[config.mk]
export PLATFORM = sky130hd
export DESIGN_NAME = fifo_uart_tx
export DESIGN_NICKNAME = d
export VERILOG_FILES = /design/src/rtl/fifo_uart_tx.sv
export SDC_FILE = /design/constraint.sdc
export NUM_CORES = 1
export LEC_CHECK = 0
export ABC_CLOCK_PERIOD_IN_PS = 4300
export CAP_MARGIN = 20
export CELL_PAD_IN_SITES_DETAIL_PLACEMENT = 0
export CELL_PAD_IN_SITES_GLOBAL_PLACEMENT = 1
export CORE_ASPECT_RATIO = 0.6
export CORE_MARGIN = 3
export CORE_UTILIZATION = 41
export CTS_CLUSTER_SIZE = 10
export DETAILED_ROUTE_END_ITERATION = 16
export PLACE_DENSITY_LB_ADDON = 0.1
export SLEW_MARGIN = 40
export SYNTH_ARGS = -nofsm -noshare
export SYNTH_HDL_FRONTEND = slang
export SYNTH_SLANG_ARGS = --single-unit
[constraint.sdc]
create_clock -name clk -period 4.3 [get_ports clk]
set_input_delay 1.29 -clock clk [delete_from_list [all_inputs] [get_ports clk]]
set_output_delay 1.29 -clock clk [all_outputs]
set_load 0.02 [all_outputs]
[src/rtl/fifo_uart_tx.sv]
// ---------------------------------------------------------------------------
// fifo_uart_tx
//   This block reads bytes from a 10-entry byte FIFO and sends each byte out
//   as an 8N1 UART frame (one start bit, eight data bits LSB first, one stop
//   bit). The FIFO exposes only its pointers. When wrptr==rdptr the FIFO could
//   be either empty or full, so this block keeps its own occupancy count by
//   watching the write strobe and its own read strobe.
//
// Ports
//   clk        system clock; all logic runs on the rising edge
//   rst        synchronous, active-high reset (assert with the FIFO reset)
//   fifo_wr    copy of the FIFO write strobe; only monitored
//   fifo_dout  registered FIFO read data; sampled only in LOAD
//   rd         FIFO read strobe; registered and one cycle wide
//   txd        serial output; idle high; driven directly from a flop
//   busy       high from the rd issue until the end of the stop bit
//   count      tracked FIFO occupancy, 0..DEPTH
// ---------------------------------------------------------------------------
module fifo_uart_tx #(
    parameter int DEPTH        = 10,
    parameter int CLKS_PER_BIT = 16,
    parameter int CNT_W        = 4
) (
    input  logic             clk,
    input  logic             rst,
    input  logic             fifo_wr,
    input  logic [7:0]       fifo_dout,
    output logic             rd,
    output logic             txd,
    output logic             busy,
    output logic [CNT_W-1:0] count
);

    localparam int                BAUD_W    = (CLKS_PER_BIT > 1) ? $clog2(CLKS_PER_BIT) : 1;
    localparam logic [BAUD_W-1:0] BAUD_LAST = BAUD_W'(CLKS_PER_BIT - 1);
    localparam logic [CNT_W-1:0]  CNT_MAX   = CNT_W'(DEPTH);

    typedef enum logic [2:0] {
        S_IDLE,
        S_FETCH,
        S_LOAD,
        S_START,
        S_DATA,
        S_STOP
    } state_t;

    state_t            state_q, state_d;
    logic              rd_q, rd_d;
    logic              txd_q, txd_d;
    logic              busy_q, busy_d;
    logic [CNT_W-1:0]  count_q, count_d;
    logic [BAUD_W-1:0] baud_q, baud_d;
    logic [2:0]        bit_q, bit_d;
    logic [7:0]        shreg_q, shreg_d;

    logic       inc, dec, baud_last;
    logic [2:0] bit_nxt;

    // Occupancy tracking. A write while full is dropped by the FIFO, so it
    // is not counted. rd_q is set only from IDLE with count_q != 0, so the
    // decrement can never go below zero.
    always_comb begin
        inc     = fifo_wr && (count_q < CNT_MAX);
        dec     = rd_q;
        count_d = count_q;
        if (inc && !dec) begin
            count_d = count_q + 1'b1;
        end else if (!inc && dec) begin
            count_d = count_q - 1'b1;
        end
    end

    // Frame sequencer
    always_comb begin
        state_d   = state_q;
        rd_d      = 1'b0;
        txd_d     = txd_q;
        busy_d    = busy_q;
        baud_d    = baud_q;
        bit_d     = bit_q;
        shreg_d   = shreg_q;
        baud_last = (baud_q == BAUD_LAST);
        bit_nxt   = bit_q + 3'd1;

        case (state_q)
            S_IDLE: begin
                txd_d = 1'b1;
                if (count_q != '0) begin
                    rd_d    = 1'b1;
                    busy_d  = 1'b1;
                    state_d = S_FETCH;
                end
            end
            // rd is high during this cycle. The FIFO presents the byte on
            // fifo_dout at the end of this cycle.
            S_FETCH: begin
                state_d = S_LOAD;
            end
            S_LOAD: begin
                shreg_d = fifo_dout;
                txd_d   = 1'b0;
                baud_d  = '0;
                state_d = S_START;
            end
            S_START: begin
                if (baud_last) begin
                    baud_d  = '0;
                    bit_d   = 3'd0;
                    txd_d   = shreg_q[0];
                    state_d = S_DATA;
                end else begin
                    baud_d = baud_q + 1'b1;
                end
            end
            S_DATA: begin
                if (baud_last) begin
                    baud_d = '0;
                    if (bit_q == 3'd7) begin
                        txd_d   = 1'b1;
                        state_d = S_STOP;
                    end else begin
                        bit_d = bit_nxt;
                        txd_d = shreg_q[bit_nxt];
                    end
                end else begin
                    baud_d = baud_q + 1'b1;
                end
            end
            S_STOP: begin
                if (baud_last) begin
                    baud_d  = '0;
                    busy_d  = 1'b0;
                    state_d = S_IDLE;
                end else begin
                    baud_d = baud_q + 1'b1;
                end
            end
            default: begin
                state_d = S_IDLE;
                txd_d   = 1'b1;
                busy_d  = 1'b0;
            end
        endcase
    end

    always_ff @(posedge clk) begin
        if (rst) begin
            state_q <= S_IDLE;
            rd_q    <= 1'b0;
            txd_q   <= 1'b1;
            busy_q  <= 1'b0;
            count_q <= '0;
            baud_q  <= '0;
            bit_q   <= 3'd0;
            shreg_q <= 8'h00;
        end else begin
            state_q <= state_d;
            rd_q    <= rd_d;
            txd_q   <= txd_d;
            busy_q  <= busy_d;
            count_q <= count_d;
            baud_q  <= baud_d;
            bit_q   <= bit_d;
            shreg_q <= shreg_d;
        end
    end

    assign rd    = rd_q;
    assign txd   = txd_q;
    assign busy  = busy_q;
    assign count = count_q;

endmodule

# After elaboration in Yosys (flattened, before gate mapping)
# Index checks and enable logic that the tools add are counted.
# Widths: inputs -> output; s select.
# classes
n_lt_le_gt_ge	2
n_div	0
n_shift	0
n_mux	23
reduce_logical	18
eq_ne	13
add_sub_neg	4
bitwise_logic	3
multipliers	0
# op_table
op	n
$mux 3	7
$pmux 3 s6	1
$mux 4	3
$ne 2x2->1 const B	6
$eq 3x3->1 const B	3
$add 4x1->4 const B	2
$pmux 4 s2	1
$mux 1	7
$eq 3x2->1 const B	2
$pmux 3 s2	1
$reduce_and 3->1	2
$reduce_bool 2->1	3
$reduce_and 5->1	1
$eq 4x4->1 const B	1
$lt 3x4->1 const B	1
$lt 4x4->1 const B	1
$pmux 1 s4	1
$reduce_and 4->1	1
$reduce_bool 4->1	1
$reduce_or 2->1	2
$reduce_or 4->1	1
$sub 4x1->4 const B	1
$add 3x1->3 const B	1
$bmux 1 s3	1
other kinds (7)	12
# totals
out_inout_bits	7
elab_cells	71
reg_bits	25
mem_bits_ro	0
latchBits	0
inputBits	11
mem_count	0
ram_bits	0

# Depth between registers and ports, before layout
# Gate-level depths: netlist of the first run.
# logic_depth
word_depth	6
ltp_mapped	9
mapped_depth_nobuf	9

# Worst setup path after synthesis of the first run
# Ideal clock, no wire load.
# synth_timing
path_type	input to register
from	input port fifo_wr
to	register count_q[3] (netlist: count[3])
n_path_buf	0
required_time_ps	4177
setup_ps	123
setup_slack_ps	1399
arrival_ps	2778
path_stages	8
cell_sequence	and2_1 -> ha_1 -> inv_1 -> ha_1 -> a21o_1 -> a21oi_1 -> mux2i_1 -> mux2_1
# synth_via
elab_chain_len	4
elab_cells_between_ends	6
cone_classes	mux (1); reduce/logical (5)
# synth_rtl
element	line	text
start, declared	26	input logic fifo_wr,
$logic_and 1x1->1 (*)	63	inc = fifo_wr && (count_q < CNT_MAX);
$logic_not 1->1	68	end else if (!inc && dec) begin
$logic_and 1x1->1	68	
$reduce_bool 2->1 (no line)	n/a	
end signal, assigned	161	count_q <= count_d;
end, declared	51	logic [CNT_W-1:0] count_q, count_d;
# Every way passes the cells marked *; elsewhere a longest branch is shown, timed or not.
# A chain may end at the register's enable or synchronous reset.

# Worst setup path in the final report of the first run
# Ends and elaborated chain as after synthesis.

==> run_results.csv, run 1 <==
group,metric,value,unit
final_layout,final_common_cell,"dfxtp_1",
cts,cts-root-buf,"clkbuf_8",
critical_path,reg2reg_to,"count[3]",
timing,tightest_slew,0.800,ns
route,avgViaCountPerCell,5.36,
final_layout,multi_input_area,845,um2
cts,cts.sinks,25,
critical_path,r2r_start,"count[1]",
placed_design,dpl-instance-area,1590,um2
final_layout,finalInstanceArea,1640,um2
cts,cts_tree,"done",
power,ir_worst_vdd,182,uV
synthesis,syn_nets,186,
critical_path,crit_type,"primary input to flip-flop",
synthesis,synth_cell_types,48,
synthesis,synth.area.top_cells,"dfxtp_1 35%, mux2i_1 7.0%, a21oi_1 6.3%, ha_1 5.2%, nor2_1 5.0%",
placed_design,portBuffers,17,
route,vias,1185,
timing,fin_crit_sh,0.722,
cts,ctsHoldBuffers,0,
critical_path,cpPeakStageDelay,0.39,ns
floorplan,start_util,0.462,
timing,hold_viol_final,0,
synthesis,synth_area_leader_cell,"dfxtp_1",
cts,cts_resized,0,
floorplan,std_cell_rows,15,
global_route,grt_pass1_vias,1115,
synthesis,netlist.area_leader.share,0.350,
min_path,min_to,"busy",
final_layout,final_nets,198,
placed_design,place_congestion,0.803,
power,p_leak,0.000631,uW
timing,setup_violations,0,
global_route,antenna_found_initial,0,
min_path,min_from,"busy",
critical_path,reg2reg_slack,2.02,ns
route,drc,0,
floorplan,io_pins,18,
critical_path,ff2ff_path_depth,9,
critical_path,end_kind,"flip-flop",
timing,rsz0062_at_grt,"no",
route,wl_per_cell,13.6,um
route,first_pass_iters,4,
final_layout,drive_gt1_frac,0.0894,
floorplan,die_w,82.2,um
final_layout,stdcell_count,221,
final_layout,fill_cells,304,
final_layout,antennaDiodeCount,0,
final_layout,regArea,500,um2
global_route,grt_max_degree,23,
timing,min_period,3.10,ns
placed_design,hpwl,2210,um
route,finalWirelength,3000,um
global_route,grt-ovfl-total,0,
final_layout,area_growth,14.5,%
global_route,track_usage,0.156,
min_path,min_path_type,"flip-flop to flip-flop",
min_path,worst_hold_path.num_cells,2,
timing,relSlewSlack,0.466,
synthesis,syn_avg_cell_area,8.51,um2
critical_path,cp_cell_sequence,"clkdlybuf4s50_1 -> and2_1 -> ha_1 -> inv_1 -> ha_1 -> a21o_1 -> a21oi_1 -> mux2i_1 -> mux2_1",
outcome,status,"completed",
power,p_per_area,510,nW/um2
synthesis,syn_area,1430,um2
critical_path,critical_path_required,4.46,ns
cts,clk_path_buf_depth,2,
route,ant_nets,0,
placed_design,placed_cells,217,
cts,post-cts-setup-buffers,0,
critical_path,crit_slowest_cell,"clkdlybuf4s50_1",
synthesis,yosysWarnings,0,
route,drt_iter0_drc,43,
timing,timing.fmax,322,MHz
cts,cts_buffers,3,
critical_path,cp.arrival,3.27,ns
run,maxCapViolCount,0,
critical_path,startpoint_type,"primary input",
synthesis,ys_seq_area_frac,0.350,
floorplan,coreArea,3100,um2
critical_path,crit_fanout,4,
synthesis,syn_inst,168,
cts,cts.reportedPaths.clkPinSlew,0.08,ns
critical_path,cp_common_cell,"ha_1",
floorplan,die_area,4260,um2
global_route,grt_first_pass_wirelength,5150,um
floorplan,die_h,51.8,um
timing,finClkSkew,0.00341,ns
timing,fin_hold_ws,0.483,ns
synthesis,synth-seq-cells,25,
cts,clkLatencyLatePin,0.27,ns
timing,finalMaxSlewViolations,0,
timing,fin_tns_setup,0,ns
cts,cts_max_level,1,
final_layout,final_cell_mix,"25 x dfxtp_1, 19 x nor2_1, 18 x a21oi_1",
[cells in the mapped netlist, drive strengths merged]
cell,number
a2111oi,1
a211o,2
a211oi,4
a21o,1
a21oi,18
a22o,1
a22oi,1
a31oi,1
a32oi,1
and2,3
and3,3
and3b,1
buf,7
clkbuf,4
dfxtp,25
fa,1
ha,6
inv,4
mux2,1
mux2i,10
nand2,14
nand2b,2
nand3,4
nand4,1
nor2,20
nor2b,3
nor3,6
nor3b,2
nor4,1
nor4b,1
o21ai,14
o221ai,1
o31ai,1
o41ai,1
xnor2,1
xor2,1
[cells by family after synthesis]
family,count (synthesis),synth area share
xor+xnor,2,0.0123
compound gates,47,0.206
flops,25,0.350
buf+inv,15,0.0595
simple gates,61,0.227
fa+ha+maj,7,0.0665
mux,11,0.0779
[layer usage]
metal / up-vias / track usage / wire length, um
met1: 537 / 0.217 / 1570
li1: 621 / - / -
met5: - / 0 / 0
met2: 27 / 0.242 / 1230
met3: 0 / 0.0467 / 199
met4: 0 / 0.0249 / 0
[where the power goes]
| part | switching, uW | internal [uW] |
|---|---|---|
| sequential | 84.1 | 279 |
| combinational | 174 | 160 |
| clock | 72.7 | 66.3 |
[registers in the layout, indices dropped and copies added (netlist names)]
| register | cells |
|---|---|
| shreg_q | 8 |
| txd | 1 |
| count | 4 |
| busy | 1 |
| rd | 1 |
| bit_q | 3 |
| baud_q | 4 |
| state_q | 3 |
[worst max path at each step]
stage / cells past startpoint / from / to
after floorplan: 8 / fifo_wr / count[3]
after global placement: 9 / fifo_wr / count[3]
after detailed placement: 9 / fifo_wr / count[3]
after CTS: 9 / fifo_wr / count[3]
after global routing: 9 / fifo_wr / count[3]
final: 9 / fifo_wr / count[3]
[layout make-up]
type,instances,area share
flip-flops and latches,25,0.306
inverters,4,0.0107
repair buffers,18,0.108
multi-input cells,128,0.516
clock buffers,4,0.0275
well taps,42,0.0321
[critical path, delay by kind of cell]
family | cells | cell delay, ns
AO/OA/AOI/OAI | 2 | 0.33
multiplexers | 2 | 0.54
AND/OR/NAND/NOR | 1 | 0.13
buffers and inverters | 2 | 0.53
adder cells (fa/ha/maj) | 2 | 0.44
[metrics by stage]
step | setup slack (ns) | util | total power [uW]
floorplan | 1.40 | - | 607
global placement | 0.943 | 0.514 | 692
detailed placement | 0.908 | 0.514 | 703
CTS | 1.20 | 0.529 | 845
global route | 1.06 | 0.529 | 902
finish | 1.20 | 0.529 | 835
(Power assumes the default switching activity.)
==> run 2: changes to the inputs <==
Settings changed: ABC_CLOCK_PERIOD_IN_PS 4300 to 2650, CORE_UTILIZATION 41 to 37.
Clock period 4.3 ns to 2.65 ns, I/O delays scaled along.
==> run 2 against run 1 <==
Utilization is 3.9 points lower. Clock-buffer cell count decreased by 1. Design area up 4.2%. Combinational power grew 92%. Worst hold slack better by 0.0060 ns. Largest cell class unchanged. Die area rose by 9.8%. Highest routed layer is now met4. Via count up 1.3%. Register-to-register slack worse by 1.5 ns. Clock skew barely moved. First-iteration DRC count is 23% lower.
==> run_results.csv, run 2 (synthesized netlist as in run 1, its figures left out) <==
group,metric,value,unit
power,pwr-share-clk,0.165,
cts,cts.reportedPaths.clkPinSlew,0.09,ns
cts,ctsHoldBuffers,0,
floorplan,std_cell_rows,16,
floorplan,die_h,54.2,um
timing,fin_hold_ws,0.489,ns
final_layout,antennaDiodeCount,0,
min_path,min_path_type,"flip-flop to flip-flop",
timing,fin_crit_sh,0.952,
placed_design,hpwl,2330,um
critical_path,end_kind,"flip-flop",
global_route,grt-ovfl-total,0,
global_route,grt_pass1_vias,1159,
timing,min_period,2.52,ns
final_layout,final_cell_mix,"25 x dfxtp_1, 19 x nor2_1, 17 x a21oi_1, 17 x clkdlybuf4s50_1, 13 x nand2_1",
power,switching_share,0.394,
power,intPower,865,uW
critical_path,cp.arrival,2.69,ns
timing,tightest_slew,0.562,ns
global_route,grt_max_degree,17,
route,ant_nets,0,
placed_design,portBuffers,17,
timing,timing.fmax,396,MHz
power,p_per_area,836,nW/um2
route,wl_per_cell,13.5,um
final_layout,final_common_cell,"dfxtp_1",
floorplan,die_w,86.3,um
route,drc,0,
cts,clk_path_buf_depth,2,
outcome,status,"completed",
global_route,track_usage,0.144,
timing,setup_violations,0,
cts,cts.sinks,25,
timing,relSlewSlack,0.625,
floorplan,die_area,4670,um2
final_layout,final_nets,204,
run,maxCapViolCount,0,
route,finalWirelength,3110,um
cts,cts_tree,"done",
placed_design,place_congestion,0.773,
critical_path,crit_type,"primary input to flip-flop",
power,p_sw,563,uW
cts,cts_buffers,3,
route,avgViaCountPerCell,5.22,
critical_path,crit_fanout,2,
final_layout,area_growth,19.3,%
critical_path,startpoint_type,"primary input",
power,ir_worst_vdd,395,uV
global_route,grt_first_pass_wirelength,5320,um
power,combPwrFrac,0.449,
power,power_frac_seq,0.386,
timing,setup_ws,0.127,ns
timing,hold_viol_final,0,
cts,clkLatencyLatePin,0.28,ns
final_layout,top_register,"shreg_q",
final_layout,drive_gt1_frac,0.146,
floorplan,io_pins,18,
cts,cts-root-buf,"clkbuf_8",
power,p_total,1430,uW
cts,cts_max_level,1,
placed_design,place_ws,-0.248,ns
floorplan,coreArea,3480,um2
timing,finClkSkew,0.00299,ns
route,vias,1200,
final_layout,largest_register_ffs,8,
power,p_leak,0.000662,uW
timing,rsz0062_at_grt,"no",
route,drt_iter0_drc,33,
floorplan,start_util,0.411,
timing,finalMaxSlewViolations,0,
global_route,antenna_found_initial,0,
route,first_pass_iters,4,
critical_path,critical_path_required,2.82,ns
-- run 2: changes by cell type in the layout (fill, tap and decap cells not counted), sizes merged --
| cell | delta |
|---|---|
| clkbuf | -1 |
| clkinv | +1 |
| buf | +6 |
-- run 2: final cells by class --
cell class	instances	area (um2)
well taps	45	56.3
inverters	4	17.5
clock inverters	1	5.00
flip-flops and latches	25	500
fillers	346	1780
clock buffers	3	41.3
repair buffers	24	223
multi-input cells	128	863
-- run 2: repair_timing --
| item | in CTS | in global routing |
|---|---|---|
| setup endpoints to repair | 0 | 1 |
| resized for setup | 0 | 4 |
| setup buffers | 0 | 0 |
-- run 2: power by group through the flow --
stage	combinational (uW)	sequential, uW	clock (uW)
2_1_floorplan	411	574	0
3_3_place_gp	621	555	0
3_5_place_dp	618	559	0
4_1_cts	623	550	246
5_1_grt	723	567	256
6_report	641	551	235
-- run 2: final timing paths --
check	to	slack (ns)	cells past startpoint	start
min reg2reg	shreg_q[2]	0.49	2	shreg_q[2]
max	count[3]	0.13	9	fifo_wr
max reg2reg	count[3]	0.51	9	count[1]
min	shreg_q[2]	0.49	2	shreg_q[2]
-- run 2: critical path, cell delays in order --
cell	delay (ns)
clkdlybuf4s50_1	0.44
and2_1	0.12
ha_2	0.18
inv_2	0.04
ha_1	0.26
a21o_1	0.16
a21oi_2	0.14
mux2i_1	0.22
mux2_1	0.33
-- run 2: through the flow --
stage,util,cell area (um2),cells,setup TNS [ns]
floorplan,-,1430,168,0
global placement,0.471,1640,226,-0.206
detailed placement,0.471,1640,226,-0.248
CTS,0.485,1690,230,0
global route,0.490,1710,230,0
finish,0.490,1710,230,0
-- run 2: layer usage --
layer / routed length (um) / GRT usage / up-vias / part of all wire
met4: 9 / 0.0233 / 0 / 0.0029
li1: - / - / 633 / -
met1: 1630 / 0.195 / 542 / 0.52
met5: 0 / 0 / - / 0
met3: 128 / 0.0367 / 2 / 0.041
met2: 1340 / 0.238 / 23 / 0.43
==> run 3: changes to the inputs <==
Settings changed: ABC_CLOCK_PERIOD_IN_PS 2650 to 2700, CORE_UTILIZATION 37 to 41, SETUP_SLACK_MARGIN set to 0.4.
Clock period 2.65 ns to 2.7 ns, I/O delays scaled along.
==> run 3 against run 2 <==
Routed wire length is 0.87% lower. Via count is 1.4% higher. Clock power down 4%. Die area is 8.9% lower. Clock skew fell by 0.0015 ns. Utilization rose by 6.4 points. Sequential power down 1%. Power decreased by 0.62%. Critical path type unchanged. Largest cell class unchanged. Largest power group unchanged.
==> run_results.csv, run 3 (synthesized netlist as in run 1, its figures left out) <==
group,metric,value,unit
power,power_frac_seq,0.384,
global_route,grt-ovfl-total,0,
route,ant_nets,0,
critical_path,crit_slowest_cell,"mux2_1",
critical_path,crit_type,"primary input to flip-flop",
final_layout,area_growth,19.9,%
critical_path,cp_common_cell,"ha_4",
global_route,antenna_found_initial,0,
critical_path,end_kind,"flip-flop",
final_layout,antennaDiodeCount,0,
power,ir_worst_vdd,341,uV
timing,fin_hold_ws,0.488,ns
timing,finalMaxSlewViolations,0,
cts,cts-root-buf,"clkbuf_8",
power,p_leak,0.000663,uW
min_path,min_path_type,"flip-flop to flip-flop",
global_route,grt_pass1_vias,1167,
critical_path,critical_path_required,2.87,ns
final_layout,drive_gt1_frac,0.146,
final_layout,top_register,"shreg_q",
critical_path,cp_cell_sequence,"clkdlybuf4s15_1 -> and2_1 -> ha_4 -> inv_4 -> ha_4 -> a21o_1 -> a21oi_2 -> mux2i_1 -> mux2_1",
power,intPower,863,uW
placed_design,hpwl,2290,um
critical_path,path_delay_family,"multiplexers",
power,combPwrFrac,0.458,
timing,tightest_slew,0.609,ns
critical_path,cp.arrival,2.40,ns
timing,relSlewSlack,0.594,
final_layout,utilization,0.554,
cts,clkLatencyLatePin,0.27,ns
final_layout,largest_register_ffs,8,
cts,ctsHoldBuffers,0,
timing,hold_viol_final,0,
power,pwr-share-clk,0.159,
final_layout,final_cell_mix,"24 x dfxtp_1, 19 x nor2_1, 17 x a21oi_1",
final_layout,finalInstanceArea,1720,um2
route,wl_per_cell,13.6,um
cts,cts_buffers,3,
timing,min_period,2.23,ns
global_route,track_usage,0.160,
timing,rsz0062_at_grt,"no",
route,drt_iter0_drc,50,
timing,timing.fmax,448,MHz
power,p_per_area,827,nW/um2
critical_path,crit_fanout,3,
placed_design,dpl-instance-area,1660,um2
floorplan,std_cell_rows,15,
final_layout,final_nets,204,
route,vias,1217,
route,first_pass_iters,4,
outcome,status,"completed",
cts,cts_max_level,1,
floorplan,io_pins,18,
placed_design,place_congestion,0.809,
cts,cts.sinks,25,
cts,cts_tree,"done",
run,maxCapViolCount,0,
critical_path,startpoint_type,"primary input",
global_route,grt_max_degree,16,
global_route,grt_first_pass_wirelength,5210,um
timing,fin_crit_sh,0.828,
cts,cts.reportedPaths.clkPinSlew,0.08,ns
route,drc,0,
cts,clk_path_buf_depth,2,
floorplan,die_h,51.8,um
floorplan,coreArea,3100,um2
route,avgViaCountPerCell,5.36,
floorplan,die_area,4260,um2
final_layout,stdcell_count,227,
timing,finClkSkew,0.00152,ns
final_layout,final_common_cell,"dfxtp_1",
critical_path,critical_path_buf_inv_count,2,
power,p_total,1420,uW
power,switching_share,0.392,
route,finalWirelength,3080,um
critical_path,cpPeakStageDelay,0.33,ns
power,p_sw,556,uW
timing,setup_violations,0,
placed_design,placed_cells,223,
floorplan,start_util,0.462,
floorplan,die_w,82.2,um
placed_design,portBuffers,17,
==> run 3: worst paths after layout <==
check / slack, ns / start / to / cells past startpoint
worst min register to register: 0.49 / shreg_q[1] / shreg_q[1] / 2
worst max-delay path: 0.47 / fifo_wr / count[3] / 9
worst max register to register: 0.61 / count[2] / count[3] / 9
worst min-delay path: 0.49 / shreg_q[1] / shreg_q[1] / 2
==> run 3: power groups by stage <==
| stage | Sequential (uW) | Clock (uW) | Combinational, uW |
|---|---|---|---|
| 6_report | 544 | 225 | 650 |
| 4_1_cts | 542 | 232 | 632 |
| 5_1_grt | 557 | 248 | 722 |
| 3_5_place_dp | 551 | 0 | 629 |
| 3_3_place_gp | 546 | 0 | 612 |
| 2_1_floorplan | 566 | 0 | 418 |
==> run 3: what timing repair did <==
action,in CTS,in global routing
gates resized for setup,2,3
hold endpoints to repair,0,0
pin swaps,2,0
cloned,0,0
setup endpoints to repair,2,1
setup buffers,0,0
==> run 3: final cells by class <==
type                            count  area, um2
Tap cell                           42       52.6
Timing Repair Buffer               24        223
Fill cell                         290       1380
Multi-Input combinational cell    128        873
Inverter                            4       20.0
Sequential cell                    25        502
Clock buffer                        4       45.0
==> run 3: routing by layer <==
| layer | vias up | share of wire | track usage | wire length, um |
|---|---|---|---|---|
| li1 | 637 | - | - | - |
| met1 | 556 | 0.52 | 0.217 | 1610 |
| met2 | 21 | 0.43 | 0.249 | 1320 |
| met3 | 3 | 0.040 | 0.0467 | 123 |
| met4 | 0 | 0.0068 | 0.0387 | 21 |
| met5 | - | 0 | 0 | 0 |
==> run 3: worst register-to-register path, delay by kind of cell, from the launching register on <==
| kind | cells | cell delay (ns) |
|---|---|---|
| mux | 2 | 0.53 |
| flops | 1 | 0.42 |
| compound gates | 3 | 0.41 |
| fa+ha+maj | 2 | 0.36 |
| simple gates | 1 | 0.19 |
| buf+inv | 1 | 0.07 |
==> run 3: metrics by stage <==
step | worst slack (ns) | setup TNS [ns]
3_3_place_gp | -0.0346 | -0.0346
4_1_cts | 0.444 | 0
3_5_place_dp | -0.0836 | -0.0836
6_report | 0.465 | 0
2_1_floorplan | 0.410 | 0
5_1_grt | 0.404 | 0
